### config.mk
export PLATFORM = sky130hd
export DESIGN_NAME = pipe_reg_flat
export DESIGN_NICKNAME = d
export VERILOG_FILES = /design/src/rtl/pipe_reg_pkg.sv /design/src/rtl/pipe_reg_if.sv /design/src/rtl/pipe_reg_stage.sv /design/src/rtl/pipe_reg.sv /design/src/flat_wrapper.sv
export SDC_FILE = /design/constraint.sdc
export NUM_CORES = 1
export LEC_CHECK = 0
export CAP_MARGIN = 20
export CORE_AREA = 3 3 40 42
export CTS_BUF_LIST = sky130_fd_sc_hd__clkbuf_2 sky130_fd_sc_hd__clkbuf_4 sky130_fd_sc_hd__clkbuf_8
export DETAILED_ROUTE_END_ITERATION = 8
export DIE_AREA = 0 0 43 45
export HOLD_SLACK_MARGIN = 0.12
export PLACE_DENSITY = 0.69
export SYNTH_ARGS = -nofsm -noshare
export SYNTH_HDL_FRONTEND = slang
export SYNTH_SLANG_ARGS = --single-unit
### constraint.sdc
create_clock -name clk -period 0.8 [get_ports clk]
set_input_delay 0.12 -clock clk [delete_from_list [all_inputs] [get_ports clk]]
set_output_delay 0.12 -clock clk [all_outputs]
set_load 0.01 [all_outputs]
### src/rtl/pipe_reg_pkg.sv
// pipe_reg_pkg
//   Shared constants and helpers for the multi-stage pipeline register.
//   BUBBLE_DATA : payload value that a bubble (invalid stage) carries (MIPS NOP = 0)
//   MAX_DEPTH   : largest supported number of stages
//   PERF_CNT_W  : width of the optional performance counters (PIPE_REG_PERF_EN)
//   satInc()    : saturating increment used by the performance counters
package pipe_reg_pkg;

  localparam int BUBBLE_DATA = 0;
  localparam int MAX_DEPTH   = 8;
  localparam int PERF_CNT_W  = 32;

  // Counters stick at all-ones instead of wrapping back to zero
  function automatic logic [PERF_CNT_W-1:0] satInc(input logic [PERF_CNT_W-1:0] value);
    return (value == '1) ? value : value + 1'b1;
  endfunction

endpackage

### src/rtl/pipe_reg_if.sv
// pipe_reg_if
//   Bundles the payload, control and status signals of pipe_reg.
//   Parameters: N (payload width), DEPTH (number of stages).
//   in_valid/in        : payload entering stage 0
//   stall/flush        : per-stage hold request / bubble request from the hazard unit
//   out/out_valid      : contents of the last stage
//   stage_valid/hold   : valid bit and effective hold of every stage
//   perf_stall_cnt/perf_bubble_cnt : only present when PIPE_REG_PERF_EN is defined
//   Modports: master (hazard unit / surrounding datapath), slave (pipe_reg).
interface pipe_reg_if
  import pipe_reg_pkg::*;
#(
  parameter int N     = 8,
  parameter int DEPTH = 1
);

  logic             in_valid;
  logic [N-1:0]     in;
  logic [DEPTH-1:0] stall;
  logic [DEPTH-1:0] flush;
  logic [N-1:0]     out;
  logic             out_valid;
  logic [DEPTH-1:0] stage_valid;
  logic [DEPTH-1:0] hold;
`ifdef PIPE_REG_PERF_EN
  logic [PERF_CNT_W-1:0] perf_stall_cnt;
  logic [PERF_CNT_W-1:0] perf_bubble_cnt;
`endif

  modport master (
    output in_valid, in, stall, flush,
    input  out, out_valid, stage_valid, hold
`ifdef PIPE_REG_PERF_EN
    , input perf_stall_cnt, perf_bubble_cnt
`endif
  );

  modport slave (
    input  in_valid, in, stall, flush,
    output out, out_valid, stage_valid, hold
`ifdef PIPE_REG_PERF_EN
    , output perf_stall_cnt, perf_bubble_cnt
`endif
  );

endinterface

### src/rtl/pipe_reg_stage.sv
// pipe_reg_stage
//   One pipeline stage: an N-bit payload flop plus its valid bit.
//   clk, rst_n  : rising-edge clock, asynchronous active-low reset
//   i_flush     : turn this stage into a bubble at the next edge (beats hold)
//   i_hold      : keep current contents
//   i_upHold    : the upstream stage is holding, so nothing new arrives -> bubble
//   i_data/i_valid : contents offered by the upstream stage (or the pipe input)
//   o_data/o_valid : current contents of this stage
module pipe_reg_stage
  import pipe_reg_pkg::*;
#(
  parameter int N = 8
) (
  input  logic         clk,
  input  logic         rst_n,
  input  logic         i_flush,
  input  logic         i_hold,
  input  logic         i_upHold,
  input  logic [N-1:0] i_data,
  input  logic         i_valid,
  output logic [N-1:0] o_data,
  output logic         o_valid
);

  logic [N-1:0] r_data;
  logic         r_valid;

  // Flush wins over hold so a held stage can still be squashed; a held
  // upstream stage means its contents stay there, so a bubble is shifted in.
  always_ff @(posedge clk or negedge rst_n) begin
    if (!rst_n) begin
      r_data  <= N'(BUBBLE_DATA);
      r_valid <= 1'b0;
    end else if (i_flush) begin
      r_data  <= N'(BUBBLE_DATA);
      r_valid <= 1'b0;
    end else if (i_hold) begin
      r_data  <= r_data;
      r_valid <= r_valid;
    end else if (i_upHold) begin
      r_data  <= N'(BUBBLE_DATA);
      r_valid <= 1'b0;
    end else begin
      r_data  <= i_data;
      r_valid <= i_valid;
    end
  end

  assign o_data  = r_data;
  assign o_valid = r_valid;

endmodule

### src/rtl/pipe_reg.sv
// pipe_reg
//   Parametrised multi-stage pipeline register (payload + valid) with
//   per-stage stall and flush, for use between CPU pipeline stages.
//   Parameters: N (payload width, >=1), DEPTH (stages, 1..MAX_DEPTH).
//   clk   : rising-edge clock
//   rst_n : asynchronous active-low reset
//   bus   : pipe_reg_if.slave carrying in/in_valid/stall/flush and
//           out/out_valid/stage_valid/hold
//   Optional macro PIPE_REG_PERF_EN adds perf_stall_cnt and perf_bubble_cnt
//   to the interface and the saturating counters that drive them.
module pipe_reg
  import pipe_reg_pkg::*;
#(
  parameter int N     = 8,
  parameter int DEPTH = 1
) (
  input  logic       clk,
  input  logic       rst_n,
  pipe_reg_if.slave  bus
);

  logic [DEPTH:0]   w_holdExt;
  logic [N-1:0]     w_stageData [DEPTH];
  logic [DEPTH-1:0] w_stageValid;

  // A stall anywhere downstream forces every stage above it to hold too,
  // otherwise the upstream stage would overwrite data that cannot move on.
  // The extra top bit is a constant 0 that terminates the chain.
  always_comb begin
    w_holdExt = '0;
    for (int i = DEPTH - 1; i >= 0; i--) begin
      w_holdExt[i] = bus.stall[i] | w_holdExt[i+1];
    end
  end

  for (genvar g = 0; g < DEPTH; g++) begin : gStage
    logic [N-1:0] w_upData;
    logic         w_upValid;
    logic         w_upHold;

    if (g == 0) begin : gFirst
      assign w_upData  = bus.in;
      assign w_upValid = bus.in_valid;
      assign w_upHold  = 1'b0;
    end else begin : gRest
      assign w_upData  = w_stageData[g-1];
      assign w_upValid = w_stageValid[g-1];
      assign w_upHold  = w_holdExt[g-1];
    end

    pipe_reg_stage #(.N(N)) uStage (
      .clk      (clk),
      .rst_n    (rst_n),
      .i_flush  (bus.flush[g]),
      .i_hold   (w_holdExt[g]),
      .i_upHold (w_upHold),
      .i_data   (w_upData),
      .i_valid  (w_upValid),
      .o_data   (w_stageData[g]),
      .o_valid  (w_stageValid[g])
    );
  end

  assign bus.out         = w_stageData[DEPTH-1];
  assign bus.out_valid   = w_stageValid[DEPTH-1];
  assign bus.stage_valid = w_stageValid;
  assign bus.hold        = w_holdExt[DEPTH-1:0];

`ifdef PIPE_REG_PERF_EN
  logic [PERF_CNT_W-1:0] r_perfStallCnt;
  logic [PERF_CNT_W-1:0] r_perfBubbleCnt;

  // Stall cycles are seen at the pipe entry (hold[0]); bubble cycles are
  // cycles in which the last stage presents nothing valid.
  always_ff @(posedge clk or negedge rst_n) begin
    if (!rst_n) begin
      r_perfStallCnt  <= '0;
      r_perfBubbleCnt <= '0;
    end else begin
      if (w_holdExt[0]) begin
        r_perfStallCnt <= satInc(r_perfStallCnt);
      end
      if (!w_stageValid[DEPTH-1]) begin
        r_perfBubbleCnt <= satInc(r_perfBubbleCnt);
      end
    end
  end

  assign bus.perf_stall_cnt  = r_perfStallCnt;
  assign bus.perf_bubble_cnt = r_perfBubbleCnt;
`endif

endmodule

### src/flat_wrapper.sv
// flat-port wrapper written by rule: the top's interface ports become plain ports
module pipe_reg_flat import pipe_reg_pkg::*;
#(
  parameter int N     = 8,
  parameter int DEPTH = 1
)
  (clk, rst_n, bus_in_valid, bus_in, bus_stall, bus_flush, bus_out, bus_out_valid, bus_stage_valid, bus_hold);
  pipe_reg_if #(.N(N), .DEPTH(DEPTH)) bus_i ();
  input  logic clk;
  input  logic rst_n;
  input wire logic [$bits(bus_i.in_valid)-1:0] bus_in_valid;
  input wire logic [$bits(bus_i.in)-1:0] bus_in;
  input wire logic [$bits(bus_i.stall)-1:0] bus_stall;
  input wire logic [$bits(bus_i.flush)-1:0] bus_flush;
  output wire logic [$bits(bus_i.out)-1:0] bus_out;
  output wire logic [$bits(bus_i.out_valid)-1:0] bus_out_valid;
  output wire logic [$bits(bus_i.stage_valid)-1:0] bus_stage_valid;
  output wire logic [$bits(bus_i.hold)-1:0] bus_hold;
  assign bus_i.in_valid = bus_in_valid;
  assign bus_i.in = bus_in;
  assign bus_i.stall = bus_stall;
  assign bus_i.flush = bus_flush;
  assign bus_out = bus_i.out;
  assign bus_out_valid = bus_i.out_valid;
  assign bus_stage_valid = bus_i.stage_valid;
  assign bus_hold = bus_i.hold;
  pipe_reg #(.N(N), .DEPTH(DEPTH)) u_core (.clk(clk), .rst_n(rst_n), .bus(bus_i));
endmodule
==> impl_results.md, run 1 <==
* Top post-synthesis cells by area: dfrtp_1, mux2i_1, nor2_1, buf_4, buf_6
* Fmax at 1.11 GHz
* Lkg Pwr at 0.350 nW
* Clock Skew at 0 ns
* Minimum clock period at 0.904 ns
* Crit Path Class: register to primary output
* Hold Crit Class: primary input to asynchronous set/reset pin
* Htree depth at 1
* Total grt overflow at 0
* Core area at 1280 µm²
* First-pass GRT wire length at 1390 µm
* Slowest-stage cell, CP: dfrtp_1
* Residual DRC at 0
* Area leader, netlist: dfrtp_1
* Tcrit/Tclk final at 113%
* Clock sinks at 9
* Max Cap Viol at 0
* CTS hold repair buffers at 0
* Status: finished, violations left
* Pin count of the biggest net entering global routing at 10
* Dpl hpwl at 664 µm
* Post-Route Setup TNS at -0.906 ns
* Syn Inst Count at 31
* DRT Wirelength at 903 µm
* Die width at 43 µm
* Seq/Total Area, Yosys at 59.4%
* Max stage delay on crit path at 0.38 ns
* Buffers & Inverters on Critical Path at 1
* Router iterations before antenna repair at 4
* NumNets Final at 76
* Slew Viols, Final at 0
* Failing checks: setup timing
* Startpoint types: register
* Required time worst endpoint at 0.68 ns
* Final-report hold violation count at 0
* # rows at 13
* Slew headroom at 89.3%
* Worst setup EP type: primary output
* Cell area after synthesis at 379 µm²
* Post-Syn Area per Cell at 12.2 µm²
* VDD IR max at 701 µV
* Ports at 24
* Clk root buf: clkbuf_4
* Top cell types by occurrence after synthesis: dfrtp_1, mux2i_1, nor2_1, buf_4
* Drt via density at 4.23
* Area growth syn-to-layout at 68.6%
* Net Count, Synth at 44
* Total power at 1.09 mW
* Crit path arrival time at 0.78 ns
* Register bit count reported by yosys at 9
* Worst setup margin at -0.104 ns
* Post-synth cell types at 6
* Pwr dens at 1700 nW/µm²
* CTS buffer count at 3
* Slew @ Worst Pin at 0.157 ns
* Gr usage total at 10.3%
* Async SR Flop Fraction at 100%
* DR iter-0 viols at 2
* Gpl congestion at 0.674
* Clk Latency, worst-skew pair at 0.26 ns
* Initial antenna violation count at 0
* Die area at 1940 µm²
* Ant. Diodes at 0
* Util after Layout at 49.8%
* Warnings from Yosys at 0
* Fraction of layout cells with a size suffix above 1 at 38.7%
* Post-synth top area share at 59.4%
* Vias in the first global route at 318
* Crit path max fanout at 2
* Post-synth EDFFs at 0
* RSZ-0062 raised after global routing: true
* Post-detailed-route count of antenna-violating nets at 0
* Buffers on Ports at 23
* Leading register cell type out of synthesis: dfrtp_1
* CTS tree: built
* Vias at 326
* CP cell instances: buf_2
* Die height at 45 µm
* Bufs on Longest Clock Path at 2
* Worst-path clk slew at 0.07 ns
* Avg WL per Cell at 11.7 µm
* Setup Viol. Count Final at 12
* R2R Setup Slk at -0.01 ns
* CP delay by family, top: flip-flops
* Initial core utilization at 29.5%
-- sequential cells by signal, summed over array words and instances (netlist names) --
signal and flops:
u_core.gStage.uStage.o_data 8, u_core.gStage.uStage.o_valid 1
-- cell usage in the layout (no fill, tap or decap), drive strengths merged --
cell,instances
buf,19
clkdlybuf4s50,11
nor2,9
dfrtp,9
mux2i,9
clkbuf,4
dlygate4sd2,1
-- logic make-up (layout without fill, tap and decap cells) --
| family | count (synthesis) | count (layout) | share of synthesized area (%) |
|---|---|---|---|
| DFF | 9 | 9 | 59.4 |
| muxes | 9 | 9 | 23.8 |
| and+or+nand+nor | 9 | 9 | 8.91 |
| buffers and inverters | 4 | 35 | 7.92 |
-- per-stage QoR --
stage	setup WS (ns)	hold slack [ns]	cells	area [µm²]
after floorplan	0.0936	-0.176	31	379
after global placement	-0.449	0.421	69	628
after detailed placement	-0.452	0.424	69	628
after CTS	-0.114	0.139	77	636
after global routing	-0.139	0.143	77	639
final	-0.104	0.137	77	639
-- path summary, 6_finish.rpt --
kind                                                               startpoint                                       endpoint  depth (start not counted)
worst min-delay path                                                    rst_n  u_core.gStage[0].uStage.o_data[0]$_DFFE_PN0P_                          2
worst max-delay path            u_core.gStage[0].uStage.o_data[3]$_DFFE_PN0P_                                     bus_out[3]                          1
worst min register to register  u_core.gStage[0].uStage.o_data[4]$_DFFE_PN0P_  u_core.gStage[0].uStage.o_data[4]$_DFFE_PN0P_                          2
min in group clk                                                    bus_stall  u_core.gStage[0].uStage.o_data[1]$_DFFE_PN0P_                          4
worst max register to register  u_core.gStage[0].uStage.o_data[1]$_DFFE_PN0P_  u_core.gStage[0].uStage.o_data[1]$_DFFE_PN0P_                          3
max in group asynchronous                                               rst_n  u_core.gStage[0].uStage.o_data[6]$_DFFE_PN0P_                          2
-- final cells by class --
type                    count  area (µm²)
well taps                  15        18.8
flip-flops and latches      9         225
repair buffers             31         238
fillers                   124         646
multi-input cells          18         128
clock buffers               4        30.0
-- per-layer routing --
layer	wire length [µm]	global-route usage [%]	share of wire, %
met5	0	0	0
met4	0	5.42	0
met3	128	4.78	14
met2	369	15.6	41
met1	405	12.3	45
-- timing repair --
action                     4_1_cts  5_1_grt
pin swaps                        0        0
resized for setup               47        1
setup endpoints to repair       20       13
hold endpoints to repair         0        0
buffers inserted                 3        0
gates cloned                     1        0
-- where the power goes --
group          total, mW  internal (mW)  leakage, nW  switching, mW
combinational      0.210          0.125        0.212         0.0843
sequential         0.492          0.480        0.119         0.0111
clock              0.388          0.226       0.0184          0.163
Note: power is estimated with default switching activity, not from simulation.
==> run 2, diff against run 1 <==
--- a/config.mk
+++ b/config.mk
@@ -11,7 +11,7 @@
 export DETAILED_ROUTE_END_ITERATION = 8
 export DIE_AREA = 0 0 43 45
 export HOLD_SLACK_MARGIN = 0.12
-export PLACE_DENSITY = 0.69
+export PLACE_DENSITY = 0.74
 export SYNTH_ARGS = -nofsm -noshare
 export SYNTH_HDL_FRONTEND = slang
 export SYNTH_SLANG_ARGS = --single-unit
==> run 2 against run 1 <==
Effect of this change: the flow still finishes with violations (setup timing); final cell count down 1.3%; clock power down 3%; non-clock buffer count down 1; critical path depth unchanged; critical endpoint is now bus_stage_valid; largest power group unchanged.
==> impl_results.md, run 2 (same netlist as run 1, synthesis figures left out) <==
* Drt via density at 4.16 (was 4.23)
* Lkg Pwr at 0.347 nW (was 0.350 nW)
* Clk root buf: clkbuf_4 (unchanged)
* Gr usage total at 10.7% (was 10.3%)
* Failing checks: setup timing (unchanged)
* Layout fillers at 132 (was 124)
* Setup Viol. Count Final at 11 (was 12)
* Slowest-stage cell, CP: dfrtp_1 (unchanged)
* Levels on crit path at 1 (unchanged)
* Initial core utilization at 29.5% (unchanged)
* Worst flop-to-flop path startpoint: u_core.gStage[0].uStage.o_data[0]$_DFFE_PN0P_ (was u_core.gStage[0].uStage.o_data[1]$_DFFE_PN0P_)
* Die area at 1940 µm² (unchanged)
* Max stage delay on crit path at 0.38 ns (about the same)
* VDD IR max at 1080 µV (was 701 µV)
* Router iterations before antenna repair at 2 (was 4)
* Slew headroom at 89.7% (was 89.3%)
* Die width at 43 µm (unchanged)
* CP Capture Point: bus_stage_valid (was bus_out[3])
* Fmax at 1.11 GHz (about the same)
* # rows at 13 (unchanged)
* Vias in the first global route at 332 (was 318)
* Minimum clock period at 0.902 ns (was 0.904 ns)
* Placed cell areas at 636 µm² (was 628 µm²)
* CTS buffer count at 3 (unchanged)
* CTS tree: built (unchanged)
* Startpoint types: register (unchanged)
* Status: finished, violations left (unchanged)
* R2R Setup Slk at -0.01 ns (about the same)
* NumNets Final at 75 (was 76)
* Clk Latency, worst-skew pair at 0.26 ns (about the same)
* CP cell instances: buf_2 (unchanged)
* Core area at 1280 µm² (unchanged)
* Worst setup margin at -0.102 ns (was -0.104 ns)
* Setup crit start: u_core.gStage[0].uStage.o_valid$_DFFE_PN0P_ (was u_core.gStage[0].uStage.o_data[3]$_DFFE_PN0P_)
* Bufs on Longest Clock Path at 2 (unchanged)
* Worst Reg2Reg Path Length in Cells at 3 (unchanged)
* Slew Viols, Final at 0 (unchanged)
* CP delay by family, top: flip-flops (unchanged)
* Area growth syn-to-layout at 65.7% (was 68.6%)
* Total power at 1.07 mW (was 1.09 mW)
* Pre-CTS setup slack at -0.444 ns (was -0.452 ns)
* Vias at 316 (was 326)
* Crit Path Class: register to primary output (unchanged)
* Buffers on Ports at 23 (unchanged)
* DR iter-0 viols at 1 (was 2)
* Avg WL per Cell at 11.5 µm (was 11.7 µm)
* Max reg flops at 8 (unchanged)
* Worst setup EP type: primary output (unchanged)
* Ports at 24 (unchanged)
* Area occupied by multi-input gates at 124 µm² (was 128 µm²)
* Htree depth at 1 (unchanged)
* Ant. Diodes at 0 (unchanged)
* Total grt overflow at 0 (unchanged)
* Initial antenna violation count at 0 (unchanged)
* Layout Cell Area excl Fill at 628 µm² (was 639 µm²)
* Clock sinks at 9 (unchanged)
* Fraction of layout cells with a size suffix above 1 at 36.1% (was 38.7%)
* RSZ-0062 raised after global routing: true (unchanged)
* Post-Route Setup TNS at -0.918 ns (was -0.906 ns)
* Final-report hold violation count at 0 (unchanged)
* Pin count of the biggest net entering global routing at 10 (unchanged)
* Gpl congestion at 0.675 (was 0.674)
* Die height at 45 µm (unchanged)
* Worst-path clk slew at 0.06 ns (was 0.07 ns)
* Most frequent cells in the layout: clkdlybuf4s50_1, buf_2, mux2i_1, nor2_1, dfrtp_1 (was clkdlybuf4s50_1, buf_2, nor2_1, dfrtp_1, mux2i_1)
* Hold Crit Class: primary input to asynchronous set/reset pin (unchanged)
* Util after Layout at 48.9% (was 49.8%)
* Residual DRC at 0 (unchanged)
* Post-detailed-route count of antenna-violating nets at 0 (unchanged)
* Crit path arrival time at 0.78 ns (about the same)
* R2R Path End: u_core.gStage[0].uStage.o_data[0]$_DFFE_PN0P_ (was u_core.gStage[0].uStage.o_data[1]$_DFFE_PN0P_)
* Buffers & Inverters on Critical Path at 1 (unchanged)
* Clock Skew at 0 ns (unchanged)
* Register Area at 225 µm² (unchanged)
* DRT Wirelength at 876 µm (was 903 µm)
* Slew @ Worst Pin at 0.150 ns (was 0.157 ns)
* Required time worst endpoint at 0.68 ns (about the same)
* Tcrit/Tclk final at 113% (about the same)
* Pwr dens at 1700 nW/µm² (about the same)
* First-pass GRT wire length at 1460 µm (was 1390 µm)
* Crit path max fanout at 3 (was 2)
* Max Cap Viol at 0 (unchanged)
[run 2: cell types whose count changed in the layout (fill, tap and decap cells not counted), sizes merged]
cell  delta
buf      -1
[run 2: layer usage]
layer	GRT usage [%]	vias up	share of wire (%)
li1	-	157	-
met5	0	-	0
met2	15.3	19	42
met4	3.61	0	0.91
met1	12.5	138	40
met3	7.97	2	16
[run 2: worst min path at each step]
| stage | slack, ns | end | startpoint |
|---|---|---|---|
| after detailed placement | 0.41 | u_core.gStage[0].uStage.o_data[7]$_DFFE_PN0P_ | rst_n |
| after floorplan | -0.18 | u_core.gStage[0].uStage.o_data[0]$_DFFE_PN0P_ | rst_n |
| after global placement | 0.42 | u_core.gStage[0].uStage.o_valid$_DFFE_PN0P_ | rst_n |
| final | 0.14 | u_core.gStage[0].uStage.o_data[7]$_DFFE_PN0P_ | rst_n |
| after global routing | 0.12 | u_core.gStage[0].uStage.o_data[2]$_DFFE_PN0P_ | rst_n |
| after CTS | 0.13 | u_core.gStage[0].uStage.o_data[2]$_DFFE_PN0P_ | rst_n |
[run 2: timing repair]
action,4_1_cts,5_1_grt
setup buffers,2,1
endpoints found under the setup margin,20,12
pin swaps,1,1
hold buffers,0,0
gates resized for setup,46,0
[run 2: layout make-up]
type / instances / area share [%]
Timing Repair Buffer: 30 / 36.7
Sequential cell: 9 / 35.9
Multi-Input combinational cell: 18 / 19.7
Clock buffer: 4 / 4.78
Tap cell: 15 / 2.99
[run 2: report_power, final]
part	total, mW	internal (mW)	switching [mW]
Combinational	0.200	0.120	0.0801
Sequential	0.493	0.481	0.0119
Clock	0.377	0.226	0.151
Total	1.07	0.826	0.243
[run 2: stage by stage]
| step | hold WS (ns) | cells |
|---|---|---|
| after floorplan | -0.176 | 31 |
| after global placement | 0.421 | 70 |
| after detailed placement | 0.415 | 70 |
| after CTS | 0.131 | 75 |
| after global routing | 0.121 | 76 |
| final | 0.138 | 76 |
